## config.mk

```make
export PLATFORM = sky130hd
export DESIGN_NAME = board_snapshot_loader
export DESIGN_NICKNAME = d
export VERILOG_FILES = /design/src/rtl/board_snapshot_loader.sv
export SDC_FILE = /design/constraint.sdc
export NUM_CORES = 1
export LEC_CHECK = 0
export BUFFER_PORTS_ARGS = -buffer_cell sky130_fd_sc_hd__buf_4
export CORE_AREA = 2 2 168 129
export DETAILED_ROUTE_END_ITERATION = 8
export DIE_AREA = 0 0 170 131
export PLACE_DENSITY_LB_ADDON = 0.15
export SLEW_MARGIN = 10
export SYNTH_ARGS = -nofsm -noshare
export SYNTH_HDL_FRONTEND = slang
export SYNTH_SLANG_ARGS = --single-unit
```

## constraint.sdc

```tcl
create_clock -name clk -period 4.9 [get_ports clk]
set_input_delay 0.98 -clock clk [delete_from_list [all_inputs] [get_ports clk]]
set_output_delay 0.98 -clock clk [all_outputs]
set_load 0.01 [all_outputs]
```

## src/rtl/board_snapshot_loader.sv

```systemverilog
// Double-buffered board snapshot: fetches NUM_CELLS words from data memory
// on each vsync fall, then commits them atomically to the display bank.
// Ports: clk, rst_n, vsync, load_en | mem_rd_en, mem_addr, mem_rd_data |
//        cell_sel, cell_state | busy, frame_done, bad_cell.
module board_snapshot_loader #(
  parameter logic [11:0] BASE_ADDR  = 12'd2048,
  parameter int          NUM_CELLS  = 42,
  parameter int          RD_LATENCY = 1
) (
  input  logic        clk,
  input  logic        rst_n,
  input  logic        vsync,
  input  logic        load_en,
  output logic        mem_rd_en,
  output logic [11:0] mem_addr,
  input  logic [15:0] mem_rd_data,
  input  logic [5:0]  cell_sel,
  output logic [1:0]  cell_state,
  output logic        busy,
  output logic        frame_done,
  output logic        bad_cell
);

  localparam int KMAX = (NUM_CELLS > RD_LATENCY) ? NUM_CELLS : RD_LATENCY;
  localparam int KW   = $clog2(KMAX + 1);

  localparam logic [KW-1:0] K_LAST = KW'(NUM_CELLS - 1);
  localparam logic [KW-1:0] D_LAST = KW'(RD_LATENCY - 1);

  typedef enum logic [1:0] {
    IDLE,
    FETCH,
    DRAIN,
    COMMIT
  } state_t;

  state_t state;
  state_t state_nx;

  logic [KW-1:0] k;
  logic          vsync_q;
  logic          armed;
  logic          trig;

  logic [RD_LATENCY-1:0] pv;
  logic [KW-1:0]         pk [RD_LATENCY];

  logic [1:0] shadow  [NUM_CELLS];
  logic [1:0] display [NUM_CELLS];

  logic       wr_en;
  logic [1:0] wr_val;
  logic       wr_bad;

  // armed only after a genuine high vsync sample, so a vsync held low
  // through reset release cannot look like a falling edge.
  assign trig = armed & vsync_q & ~vsync & load_en & (state == IDLE);

  always_ff @(posedge clk or negedge rst_n) begin
    if (!rst_n) begin
      state <= IDLE;
    end else begin
      state <= state_nx;
    end
  end

  always_comb begin
    state_nx = state;
    unique case (state)
      IDLE:   if (trig) state_nx = FETCH;
      FETCH:  if (k == K_LAST) state_nx = DRAIN;
      DRAIN:  if (k == D_LAST) state_nx = COMMIT;
      COMMIT: state_nx = IDLE;
      default: state_nx = IDLE;
    endcase
  end

  always_comb begin
    mem_rd_en = 1'b0;
    mem_addr  = BASE_ADDR;
    busy      = (state != IDLE);
    if (state == FETCH) begin
      mem_rd_en = 1'b1;
      mem_addr  = BASE_ADDR + 12'(k);
    end
  end

  // k doubles as the drain counter; it restarts on every state change.
  always_ff @(posedge clk or negedge rst_n) begin
    if (!rst_n) begin
      k <= '0;
    end else if (state_nx != state) begin
      k <= '0;
    end else if (state == FETCH || state == DRAIN) begin
      k <= k + 1'b1;
    end
  end

  always_ff @(posedge clk or negedge rst_n) begin
    if (!rst_n) begin
      vsync_q <= 1'b1;
      armed   <= 1'b0;
    end else begin
      vsync_q <= vsync;
      armed   <= armed | vsync;
    end
  end

  // Tracks the cell index of each outstanding read until its data returns.
  always_ff @(posedge clk or negedge rst_n) begin
    if (!rst_n) begin
      pv <= '0;
      for (int i = 0; i < RD_LATENCY; i++) pk[i] <= '0;
    end else begin
      pv[0] <= mem_rd_en;
      pk[0] <= k;
      for (int i = 1; i < RD_LATENCY; i++) begin
        pv[i] <= pv[i-1];
        pk[i] <= pk[i-1];
      end
    end
  end

  assign wr_en = pv[RD_LATENCY-1];

  always_comb begin
    wr_val = 2'b11;
    wr_bad = 1'b1;
    unique case (mem_rd_data)
      16'd0: begin wr_val = 2'b00; wr_bad = 1'b0; end
      16'd1: begin wr_val = 2'b01; wr_bad = 1'b0; end
      16'd2: begin wr_val = 2'b10; wr_bad = 1'b0; end
      default: begin wr_val = 2'b11; wr_bad = 1'b1; end
    endcase
  end

  always_ff @(posedge clk or negedge rst_n) begin
    if (!rst_n) begin
      for (int i = 0; i < NUM_CELLS; i++) shadow[i] <= 2'b00;
    end else if (wr_en) begin
      shadow[pk[RD_LATENCY-1]] <= wr_val;
    end
  end

  always_ff @(posedge clk or negedge rst_n) begin
    if (!rst_n) begin
      for (int i = 0; i < NUM_CELLS; i++) display[i] <= 2'b00;
    end else if (state == COMMIT) begin
      for (int i = 0; i < NUM_CELLS; i++) display[i] <= shadow[i];
    end
  end

  always_ff @(posedge clk or negedge rst_n) begin
    if (!rst_n) begin
      frame_done <= 1'b0;
      bad_cell   <= 1'b0;
    end else begin
      frame_done <= (state == COMMIT);
      bad_cell   <= bad_cell | (wr_en & wr_bad);
    end
  end

  always_comb begin
    cell_state = 2'b00;
    if (cell_sel < 6'(NUM_CELLS)) cell_state = display[cell_sel];
  end

endmodule

```

==> results.md <==
- Slew @ Worst Pin: 0.778 ns
- DP HPWL: 12900 um
- Via density: 5.35
- # fillers: 1869
- Cell row count: 46
- Clk Latency, worst-skew pair: 0.44 ns
- Pre-CTS setup slack: 0.945 ns
- RSZ-0062 raised after global routing: false
- Remaining Overflow, GRT: 0
- CTS Buf Count: 17
- IO Pins: 44
- Die X: 170 um
- Fin crit share: 80.1%
- Total number of vias: 4970
- GR Util All Layers: 18.2%
- Initial core utilization: 39.4%
- Min cycle time layout: 3.92 ns
- Reg2reg start: state[0]
- Worst Reg-to-Reg Cells: 3
- Detail Route Antenna Nets: 0
- CTS hold repair buffers: 0
- Crit Path Class: input pin to output port
- Setup bufs post-CTS: 0
- DR WL/cell: 20.5 um
- Endpoint class of the critical path: output port
- Core area: 20700 um^2
- Hold Path Depth: 0
- Final #Nets: 687
- Synth warnings: 0
- Crit path DAT: 2.94 ns
- Outcome: complete, no violations
- Max transition margin: 47.7%
- Largest net degree at the start of global routing: 100
- Hold Vio Cnt, Final: 0
- Setup crit start kind: input pin
- GP Congestion: 0.810
- Crit path top cell by count: buf_4
- Max-cap violations: 0
- Die ar.: 22300 um^2
- First-pass GRT wire length: 29600 um
- Critical Path, Cell by Cell: buf_4 -> mux4_2 -> mux2_2 -> a2111o_1 -> a32o_1 -> buf_4
- #FFs+latches synth: 187
- Clk_skew: 0.00815 ns
- PortBufs: 37
- Synth Flop Type: dfrtp_1
- Resized Gates After CTS: 0
- Synth Instances: 618
- Slack of the critical path: 0.976 ns
- Worst setup startpoint: cell_sel[0]
- Crit Path Max Fanout: 18
- Maximum vdd drop: 0.000244 V
- Achievable Freq: 255 MHz
- CP required: 3.92 ns
- # diodes: 0
- Initial DRC Count: 303
- Clock sinks: 187
- Area delta synth->final: 14.1%
- DRC Markers: 0
- Power density over the cells: 355 nW/um^2
- Setup TNS: 0 ns
- Share of cells above drive strength 1: 36.1%
- Post-Syn Area: 8170 um^2
- Max-slew violation count: 0
- Clk buf depth: 2
- Pre-antenna DRT Iters: 4
- Vias in the first global route: 5062
- CTS tree: done
- H-Tree Level Count: 4
- Clk Tree Root Cell: clkbuf_16
- CP max stage cell: mux4_2
- Post-synth EDFFs: 0
- # setup viols final: 0
- Reg clk slew, reported paths: 0.07 ns
- Ys async rst share: 100%
- Post-route cell area: 9320 um^2
- Placed cell area: 8720 um^2
- Critical hold path startpoint: k[1]
- Initial antenna violation count: 0
- Die height: 131 um
- CP max stage delay: 0.56 ns
- Sequential fraction of the synthesis area: 57.3%
- Hold Crit Class: flip-flop to flip-flop
- Synth Area per Inst: 13.2 um^2
- Detailed Route WL: 19000 um
- Yosys cell types: 51
- P_leak: 3.99 nW
==> worst max-delay path, delay by kind of cell <==
family,cells,cell delay [ns]
mux,2,0.84
buf+inv,2,0.44
compound gates,2,0.68
==> report_power, final <==
| part | internal [mW] | leakage, nW | switching, mW |
|---|---|---|---|
| logic | 0.108 | 1.49 | 0.175 |
| registers | 1.57 | 2.22 | 0.0471 |
| clock network | 0.804 | 0.283 | 0.605 |
==> cell type report <==
type                       instances  area (um^2)  area share [%]
sequential                       187         4680            50.2
tap                              264          330            3.54
clock inverter                    13          166            1.79
multi-input combinational        391         3320            35.6
inverter                           9         33.8           0.363
timing repair buffer              47          359            3.85
clock buffer                      18          429            4.61
==> path summary, 6_finish.rpt <==
check                                     end  slack [ns]
worst max register to register     display[2]        2.67
min in group asynchronous          shadow[74]        0.63
worst min register to register          pk[1]        0.46
max in group asynchronous          shadow[55]        3.16
worst max-delay path            cell_state[1]        0.98
worst min-delay path                    pk[1]        0.46
==> cells in the mapped netlist, types with 2 or more instances <==
library cell	n	area share (%)
nor3_1	4	0.25
conb_1	2	0.092
mux4_2	15	4.1
or2_2	4	0.31
buf_4	7	0.64
mux2_2	138	19
and4b_1	3	0.37
xor2_1	3	0.32
nand3_1	4	0.25
nand4b_1	4	0.43
nor2b_1	2	0.15
or3b_2	3	0.32
a31oi_1	2	0.15
o22ai_1	3	0.23
a211oi_1	6	0.55
nor4_1	4	0.31
nand3b_1	2	0.18
a32o_1	2	0.25
buf_2	2	0.12
nor3b_1	4	0.37
nand4_1	4	0.31
clkbuf_1	25	1.1
dfrtp_1	186	57
a21oi_1	33	2.0
and3_1	2	0.15
nand2_1	27	1.2
inv_1	9	0.41
and2_1	7	0.54
nor2_1	63	2.9
ha_1	8	1.2
nand2b_1	2	0.15
xnor2_1	2	0.21
a21o_1	2	0.18
mux2i_1	16	2.0
o221ai_1	2	0.21
==> through the flow <==
step                      total power, mW  hold slack [ns]  utilization (%)  instances
after floorplan                      1.79            0.352                -        622
after global placement               1.92            0.446             42.1        898
after detailed placement             1.93            0.451             42.1        898
after CTS                            3.34            0.473             45.0        929
after global routing                 3.45            0.494             45.0        929
final                                3.31            0.464             45.0        929
==> sequential cells by signal, indices dropped and copies added (netlist names) <==
name	cells
armed	1
pk	6
shadow	84
k	6
display	84
frame_done	1
bad_cell	1
state	2
vsync_q	1
pv	1
==> routing by layer <==
| metal | global-route usage, % | share of wire, % | up-vias | wire length, um |
|---|---|---|---|---|
| met1 | 25.7 | 48 | 2578 | 9190 |
| met3 | 3.31 | 3.7 | 29 | 699 |
| li1 | - | - | 2279 | - |
| met4 | 7.04 | 1.9 | 0 | 370 |
| met5 | 0 | 0 | - | 0 |
| met2 | 28.2 | 46 | 84 | 8750 |
==> logic make-up after synthesis <==
group,after synthesis,synth area share [%]
DFF,187,57.3
AOI/OAI and AO/OA,62,4.93
xor gates and xnor gates,5,0.536
and+or+nand+nor,141,8.40
adders and majority gates,8,1.23
buffers and inverters,44,2.37
muxes,169,25.1
other,2,0.0920
==> placed cells by master, fill, tap and decap left out, drive strengths merged, types with 4 or more instances in the layout <==
| cell type | instances |
|---|---|
| nand3 | 4 |
| clkinv | 4 |
| mux2 | 138 |
| inv | 12 |
| dfrtp | 186 |
| conb | 6 |
| and2 | 7 |
| mux2i | 16 |
| a21oi | 33 |
| or2 | 4 |
| clkbuf | 19 |
| nor4 | 4 |
| nand4 | 4 |
| mux4 | 15 |
| nor2 | 63 |
| a211oi | 6 |
| nor3b | 4 |
| nor3 | 4 |
| ha | 8 |
| nand4b | 4 |
| nand2 | 27 |
| buf | 46 |
Power figures use the tool's default switching activity.
